## config.mk

```make
export PLATFORM = sky130hd
export DESIGN_NAME = mem_access_stage
export DESIGN_NICKNAME = d
export VERILOG_FILES = /design/src/rtl/mem_access_stage.sv
export SDC_FILE = /design/constraint.sdc
export NUM_CORES = 1
export LEC_CHECK = 0
export CORE_UTILIZATION = 50
export DETAILED_ROUTE_END_ITERATION = 7
export PLACE_DENSITY_LB_ADDON = 0.15
export RECOVER_POWER = 100
export SYNTH_ARGS = -nofsm -noshare
export SYNTH_HDL_FRONTEND = slang
export SYNTH_SLANG_ARGS = --single-unit
```

## constraint.sdc

```tcl
create_clock -name inp_clk -period 9.06 [get_ports inp_clk]
set_input_delay 1.359 -clock inp_clk [delete_from_list [all_inputs] [get_ports inp_clk]]
set_output_delay 1.359 -clock inp_clk [all_outputs]
set_load 0.02 [all_outputs]
```

## src/rtl/mem_access_stage.sv

```systemverilog
// MEM stage of the 16-bit pipeline: direct-mapped, write-through, no-write-allocate data
// cache with a req/ack backing-memory port, the MEM_WB register and branch select.
module mem_access_stage #(
    parameter int INDEX_BITS = 4
) (
    input  logic        inp_clk,
    input  logic        inp_rst,
    input  logic        inp_zero,
    input  logic [15:0] inp_aluResult,
    input  logic [15:0] inp_data2,
    input  logic [2:0]  inp_selectReg,
    input  logic [15:0] inp_branchAddress,
    input  logic        inp_memToReg,
    input  logic        inp_regWrite,
    input  logic        inp_memRead,
    input  logic        inp_memWrite,
    input  logic        inp_branch,
    input  logic [15:0] inp_memRdata,
    input  logic        inp_memAck,
    output logic        out_hit,
    output logic        out_pcSrc,
    output logic [15:0] out_branchAddress,
    output logic        out_memReq,
    output logic        out_memWe,
    output logic [15:0] out_memAddr,
    output logic [15:0] out_memWdata,
    output logic [15:0] out_wbData,
    output logic [2:0]  out_wbSelectReg,
    output logic        out_wbRegWrite
);
    localparam int LINES = 1 << INDEX_BITS;
    localparam int TAG_W = 16 - INDEX_BITS;

    typedef enum logic [1:0] {
        IDLE  = 2'd0,
        RFILL = 2'd1,
        WRITE = 2'd2,
        WDONE = 2'd3
    } state_t;

    state_t                  state_r;
    state_t                  state_next_s;
    logic [LINES-1:0]        valid_r;
    logic [TAG_W-1:0]        tag_r  [LINES];
    logic [15:0]             line_r [LINES];
    logic [INDEX_BITS-1:0]   idx_s;
    logic [TAG_W-1:0]        tag_s;
    logic                    rhit_s;
    logic                    is_store_s;
    logic                    is_load_s;
    logic                    hit_s;
    logic                    fill_s;
    logic                    wupd_s;
    logic                    req_next_s;
    logic                    mem_req_r;
    logic                    mem_we_r;
    logic [15:0]             mem_addr_r;
    logic [15:0]             mem_wdata_r;
    logic [15:0]             wb_data_r;
    logic [2:0]              wb_sel_r;
    logic                    wb_we_r;

    assign idx_s      = inp_aluResult[INDEX_BITS-1:0];
    assign tag_s      = inp_aluResult[15:INDEX_BITS];
    assign rhit_s     = valid_r[idx_s] && (tag_r[idx_s] == tag_s);
    // A store wins when both read and write controls are raised.
    assign is_store_s = inp_memWrite;
    assign is_load_s  = inp_memRead & ~inp_memWrite;
    assign req_next_s = (state_next_s == RFILL) || (state_next_s == WRITE);

    // Next-state, advance enable and cache-update strobes.
    always_comb begin
        state_next_s = state_r;
        hit_s        = 1'b0;
        fill_s       = 1'b0;
        wupd_s       = 1'b0;
        case (state_r)
            IDLE: begin
                if (is_store_s) begin
                    state_next_s = WRITE;
                end else if (is_load_s) begin
                    if (rhit_s) begin
                        hit_s = 1'b1;
                    end else begin
                        state_next_s = RFILL;
                    end
                end else begin
                    hit_s = 1'b1;
                end
            end
            RFILL: begin
                if (inp_memAck) begin
                    fill_s       = 1'b1;
                    state_next_s = IDLE;
                end else begin
                    state_next_s = RFILL;
                end
            end
            WRITE: begin
                if (inp_memAck) begin
                    wupd_s       = rhit_s;
                    state_next_s = WDONE;
                end else begin
                    state_next_s = WRITE;
                end
            end
            WDONE: begin
                hit_s        = 1'b1;
                state_next_s = IDLE;
            end
            default: begin
                state_next_s = IDLE;
            end
        endcase
    end

    // FSM state register.
    always_ff @(negedge inp_clk or posedge inp_rst) begin
        if (inp_rst) begin
            state_r <= IDLE;
        end else begin
            state_r <= state_next_s;
        end
    end

    // Backing-memory request; drops on the edge that samples the ack.
    always_ff @(negedge inp_clk or posedge inp_rst) begin
        if (inp_rst) begin
            mem_req_r   <= 1'b0;
            mem_we_r    <= 1'b0;
            mem_addr_r  <= 16'h0000;
            mem_wdata_r <= 16'h0000;
        end else begin
            mem_req_r <= req_next_s;
            mem_we_r  <= (state_next_s == WRITE);
            if (req_next_s) begin
                mem_addr_r  <= inp_aluResult;
                mem_wdata_r <= inp_data2;
            end else begin
                mem_addr_r  <= mem_addr_r;
                mem_wdata_r <= mem_wdata_r;
            end
        end
    end

    // Line valid bits; the only cache state that needs a reset.
    always_ff @(negedge inp_clk or posedge inp_rst) begin
        if (inp_rst) begin
            valid_r <= '0;
        end else if (fill_s) begin
            valid_r[idx_s] <= 1'b1;
        end else begin
            valid_r <= valid_r;
        end
    end

    // Tag and data arrays: fill overwrites (evicts), store hit updates the word in place.
    always_ff @(negedge inp_clk) begin
        if (fill_s) begin
            tag_r[idx_s]  <= tag_s;
            line_r[idx_s] <= inp_memRdata;
        end else if (wupd_s) begin
            line_r[idx_s] <= inp_data2;
        end
    end

    // MEM_WB register; a stalled edge inserts a bubble so WB never writes twice.
    always_ff @(negedge inp_clk or posedge inp_rst) begin
        if (inp_rst) begin
            wb_data_r <= 16'h0000;
            wb_sel_r  <= 3'd0;
            wb_we_r   <= 1'b0;
        end else if (hit_s) begin
            wb_data_r <= inp_memToReg ? line_r[idx_s] : inp_aluResult;
            wb_sel_r  <= inp_selectReg;
            wb_we_r   <= inp_regWrite;
        end else begin
            wb_we_r   <= 1'b0;
        end
    end

    assign out_hit           = hit_s;
    assign out_pcSrc         = inp_branch & inp_zero;
    assign out_branchAddress = inp_branchAddress;
    assign out_memReq        = mem_req_r;
    assign out_memWe         = mem_we_r;
    assign out_memAddr       = mem_addr_r;
    assign out_memWdata      = mem_wdata_r;
    assign out_wbData        = wb_data_r;
    assign out_wbSelectReg   = wb_sel_r;
    assign out_wbRegWrite    = wb_we_r;

endmodule

```

======== Word level (Yosys, flattened, before mapping) ========
Memories as Yosys holds them, arrays and structs flattened.
Index checks and enable logic that the tools add are counted.
word-level totals
  flip-flop bits (word level) ............. 72
  bits in latches ......................... 0
  RAM bits ................................ 448
  bits in read-only memories .............. 0
  input port bits ......................... 76
  output and inout port bits .............. 72
  word-level logic and storage cells ...... 54
  memories kept ........................... 2
operators by class
  $add $sub $neg .......................... 0
  multiply operators ...................... 0
  div/mod/pow operators ................... 0
  magnitude comparators ................... 2
  equal/unequal tests ..................... 6
  shifts and indexed selects .............. 0
  mux-type cells .......................... 26
  bitwise logic cells ..................... 5
  reduce and logical (&&, ||, !) cells .... 4
memories
  memory  words  bits a word  rd ports  clocked after memory_dff  write ports  RTL line  RTL
  line_r  16     16           1         0                         1            45        logic [15:0] line_r [LINES];
  tag_r   16     12           1         0                         1            44        logic [TAG_W-1:0] tag_r [LINES];
operators with widths
  operator                                                           count
  2-to-1 mux 16 bit                                                  2
  2-to-1 mux 1 bit                                                   17
  bitwise OR 16 bit                                                  1
  equality test 12 bit                                               1
  one-hot mux 2 bit (4 select lines)                                 1
  equality test 2 bit, second input constant                         3
  2-to-1 mux 2 bit                                                   3
  less-than comparator 4 x 5 -> 1 bit, second input constant         1
  binary-select mux 1 bit (select 4 bit)                             1
  demux 1 bit (select 4 bit)                                         1
  equality test 2 x 1 -> 1 bit, second input constant                2
  greater-or-equal comparator 4 x 1 -> 1 bit, second input constant  1
  AND 1 bit                                                          2
  logical AND 1 bit                                                  2
  logical NOT 2 bit                                                  1
  one-hot mux 1 bit (2 select lines)                                 1
  logical OR 1 bit                                                   1
  inverter 1 bit                                                     1
  bitwise OR 1 bit                                                   1

======== Logic depth before layout (Yosys ltp) ========
  depth in word-level cells ............... 9
  gate-level depth with buffers ........... 17
  mapped depth without buffers ............ 11

==> results.cfg <==
[flow_run]
drv_cap = 1

[global_routing]
antenna_found_initial = 0
use_met2_pct = 41.4
grt.busiest_layer = met2
grt-ovfl-total = 0
grt_util_all_layers_pct = 24.9
grt_pass1_wl_um = 76000
grtUsageMet3_pct = 6.46
grt_use_met1_pct = 30.7
first_global_vias = 13700
grt_max_degree = 55

[detailed_routing]
avgRoutedWirePerCell_um = 22.1
dr.pass1.iters = 8
vias = 12600
antenna_left = 0
routed_via_density = 5.40
wl_um = 51600
drcViolationCount = 5
drt_iter0_markers = 881

[timing]
finClkSkew_ps = 73.6
finalMaxSlewViolations = 34
tightest_slew_ps = 1750
setup_violations = 30
grt_setup_unrepaired = true
worst_slack_ps = -280
hold_violations = 0
slew-limit-headroom_pct = -17.4
whs_ps = 409

[yosys]
synth-async-reset-ratio_pct = 13.8
syn_area_um2 = 20900
syn_inst = 1053
syn_nets = 1135
ys_seq_area_share_pct = 73.0
ys_ff_latch = 520
yosysWarnings = 0
synth-edff-count = 448
yosysUniqueCellTypes = 54
synth_ff_type = edfxtp_1
synth.avg_cell_area_um2 = 19.9

[place]
hpwl_um = 30200
io_buffers = 115
placed_area_um2 = 23800
place_congestion = 0.804

[final_layout]
design_area_um2 = 27500
fillCellCount = 2914
layout-drive-gt1-share_pct = 24.4
area_delta_synth_final_pct = 31.4
n_antenna_cell = 0
final_net_count = 1833

[power_and_ir_drop]
seq_power_share_pct = 38.8
combPwrFrac_pct = 19.3
p_int_mw = 5.30
pwr_density_cell_nw_per_um2 = 274
ir_worst_vdd_mv = 0.207
power.leakage_nw = 11.3
power_switching_mw = 2.23
clkPwrFrac_pct = 42.0
switching_share_pct = 29.6

[clock_network]
cts.sinks = 520
cts_tree = yes
htree_num_levels = 2
clock_latency_ps = 650
hold_buffers = 0
clkSlewWorstSetupHoldPaths_ps = 50
cts_root_buf = clkbuf_16
cts_buffers = 55
clk_path_buf_depth = 3

[critical_path]
crit_type = register to output pin
timing.rr.start = tag_r[10][7]$_DFFE_NP_
required_ps = 7700
worstPathArrival_ps = 7980
worst_setup_path_end_kind = output pin
cp-start-kind = register
critPathLaunch = tag_r[10][7]$_DFFE_NP_
cp_max_fo = 2

[die]
core_um2 = 41000
io_pins = 148
start_util_pct = 51.0
die_area_um2 = 42600
die-width_um = 206
fp.dieH_um = 206
rows = 74

[outcome]
status = finished, violations left
violations = design-rule violations, max-capacitance violations, max-slew violations, negative setup slack

[worst_hold_path]
worstHoldStart = valid_r[12]$_DFFE_NP0P_
hold_class = register to register
==> per-stage QoR <==
step / total power, mW / cells / utilization (%) / setup TNS (ps) / worst slack [ps]
after floorplan: 4.07 / 1053 / - / -10500 / -58.4
after global placement: 4.64 / 1771 / 58.1 / -270600 / -567
after detailed placement: 4.66 / 1771 / 58.1 / -274660 / -579
after CTS: 7.58 / 2322 / 67.0 / -540 / -305
after global routing: 7.93 / 2329 / 67.0 / -9100 / -372
final: 7.52 / 2329 / 67.0 / -3180 / -280
==> routing by layer <==
layer / part of all wire, % / vias to the layer above
met4: 2.3 / 0
met2: 52 / 415
met3: 6.1 / 78
met1: 40 / 6439
li1: - / 5644
met5: 0 / -
==> path summary, 6_finish.rpt <==
| path | cells past startpoint | slack, ps | end |
|---|---|---|---|
| worst max-delay path | 9 | -280 | out_hit |
| worst min-delay path | 1 | 410 | valid_r[12]$_DFFE_NP0P_ |
| worst max register to register | 13 | 5130 | out_memWdata[6]$_DFFE_NP0P_ |
| worst min register to register | 1 | 410 | valid_r[12]$_DFFE_NP0P_ |
| max in group asynchronous | 3 | 1050 | out_memAddr[8]$_DFFE_NP0P_ |
| min in group asynchronous | 2 | 6090 | out_wbData[13]$_DFFE_NP0P_ |
==> logic make-up (layout without fill, tap and decap cells) <==
logic type,Yosys count,count (layout),share of synthesized area (%)
flip-flops,520,520,73.0
multiplexers,246,246,18.8
AND/OR/NAND/NOR,130,130,3.25
buffers and inverters,80,824,2.02
AO/OA/AOI/OAI,59,59,2.14
XOR/XNOR,12,12,0.503
adder cells (fa/ha/maj),6,6,0.359
==> registers in the layout, summed over array words and instances, names as in the netlist <==
name	cells
line_r	256
out_memAddr	16
out_memReq	1
out_memWdata	16
out_memWe	1
out_wbData	16
out_wbRegWrite	1
out_wbSelectReg	3
state_r	2
tag_r	192
valid_r	16
==> layout by cell type (no fill, tap or decap), types with 10 or more instances in the layout <==
cell | synthesis | final
edfxtp_1 | 448 | 448
nand3_1 | 18 | 18
o21ai_0 | 12 | 12
clkbuf_1 | 21 | 51
mux2_2 | 78 | 78
mux2_4 | 10 | 10
bufinv_16 | 0 | 10
buf_4 | 18 | 71
mux4_2 | 104 | 104
nand2_1 | 17 | 17
or2_2 | 16 | 16
nor2_1 | 36 | 20
buf_12 | 0 | 30
clkdlybuf4s50_1 | 0 | 41
nor2b_1 | 11 | 11
inv_1 | 11 | 466
dlygate4sd3_1 | 0 | 69
nor2_2 | 1 | 16
dfrtn_1 | 72 | 72
clkbuf_16 | 0 | 57
mux2i_1 | 46 | 45
==> power by group through the flow <==
stage | logic (mW) | registers (mW) | clock network [mW]
after floorplan | 0.702 | 3.08 | 0.293
after global placement | 1.40 | 2.94 | 0.293
after detailed placement | 1.41 | 2.95 | 0.293
after CTS | 1.43 | 2.92 | 3.23
after global routing | 1.54 | 2.93 | 3.46
final | 1.45 | 2.92 | 3.16
==> critical path, stage by stage, from the launching register on <==
cell,delay [ps]
edfxtp_1,350
mux4_2,500
mux2i_2,200
xor2_1,190
nand2_1,90
or4_4,430
a2111o_1,470
a311oi_4,320
buf_12,160
buf_8,100
==> layout make-up <==
class                           count  area, um^2  share of cell area (%)
Timing Repair Buffer              263        2500                    9.12
Sequential cell                   520       15300                    55.5
Multi-Input combinational cell    453        5390                    19.6
Inverter                           10        38.8                   0.141
Tap cell                          532         666                    2.42
Clock buffer                       62        1440                    5.26
Clock inverter                    489        2170                    7.89
==> repair_timing <==
item,4_1_cts,5_1_grt
pin swaps,7,8
resized for setup,10,21
hold endpoints to repair,0,0
gates cloned,0,1
endpoints found under the setup margin,1,182
buffers inserted,2,6
==> cell usage after synthesis (2+ instances only) <==
master | number | area share [%]
nor3_1 | 6 | 0.14
a22o_1 | 8 | 0.34
o21ai_0 | 12 | 0.29
nor2_1 | 36 | 0.65
dfrtn_1 | 72 | 8.6
mux4_2 | 104 | 11
buf_2 | 8 | 0.19
o2111ai_1 | 2 | 0.084
xnor2_1 | 6 | 0.25
mux2_2 | 78 | 4.2
mux2_1 | 8 | 0.43
o211ai_1 | 2 | 0.072
buf_4 | 18 | 0.65
nand2_1 | 17 | 0.31
mux2_4 | 10 | 0.72
nand3_1 | 18 | 0.43
edfxtp_1 | 448 | 64
nand4_1 | 7 | 0.21
a31oi_1 | 2 | 0.060
nand2b_1 | 5 | 0.15
a221oi_1 | 11 | 0.46
mux2i_1 | 46 | 2.2
xor2_1 | 6 | 0.25
inv_1 | 11 | 0.20
buf_6 | 6 | 0.32
or2_2 | 16 | 0.48
o22ai_1 | 9 | 0.27
a21oi_1 | 3 | 0.072
nor2b_1 | 11 | 0.33
ha_1 | 6 | 0.36
clkbuf_1 | 21 | 0.38
and2_1 | 3 | 0.090
buf_1 | 16 | 0.29
Power figures use the tool's default switching activity.
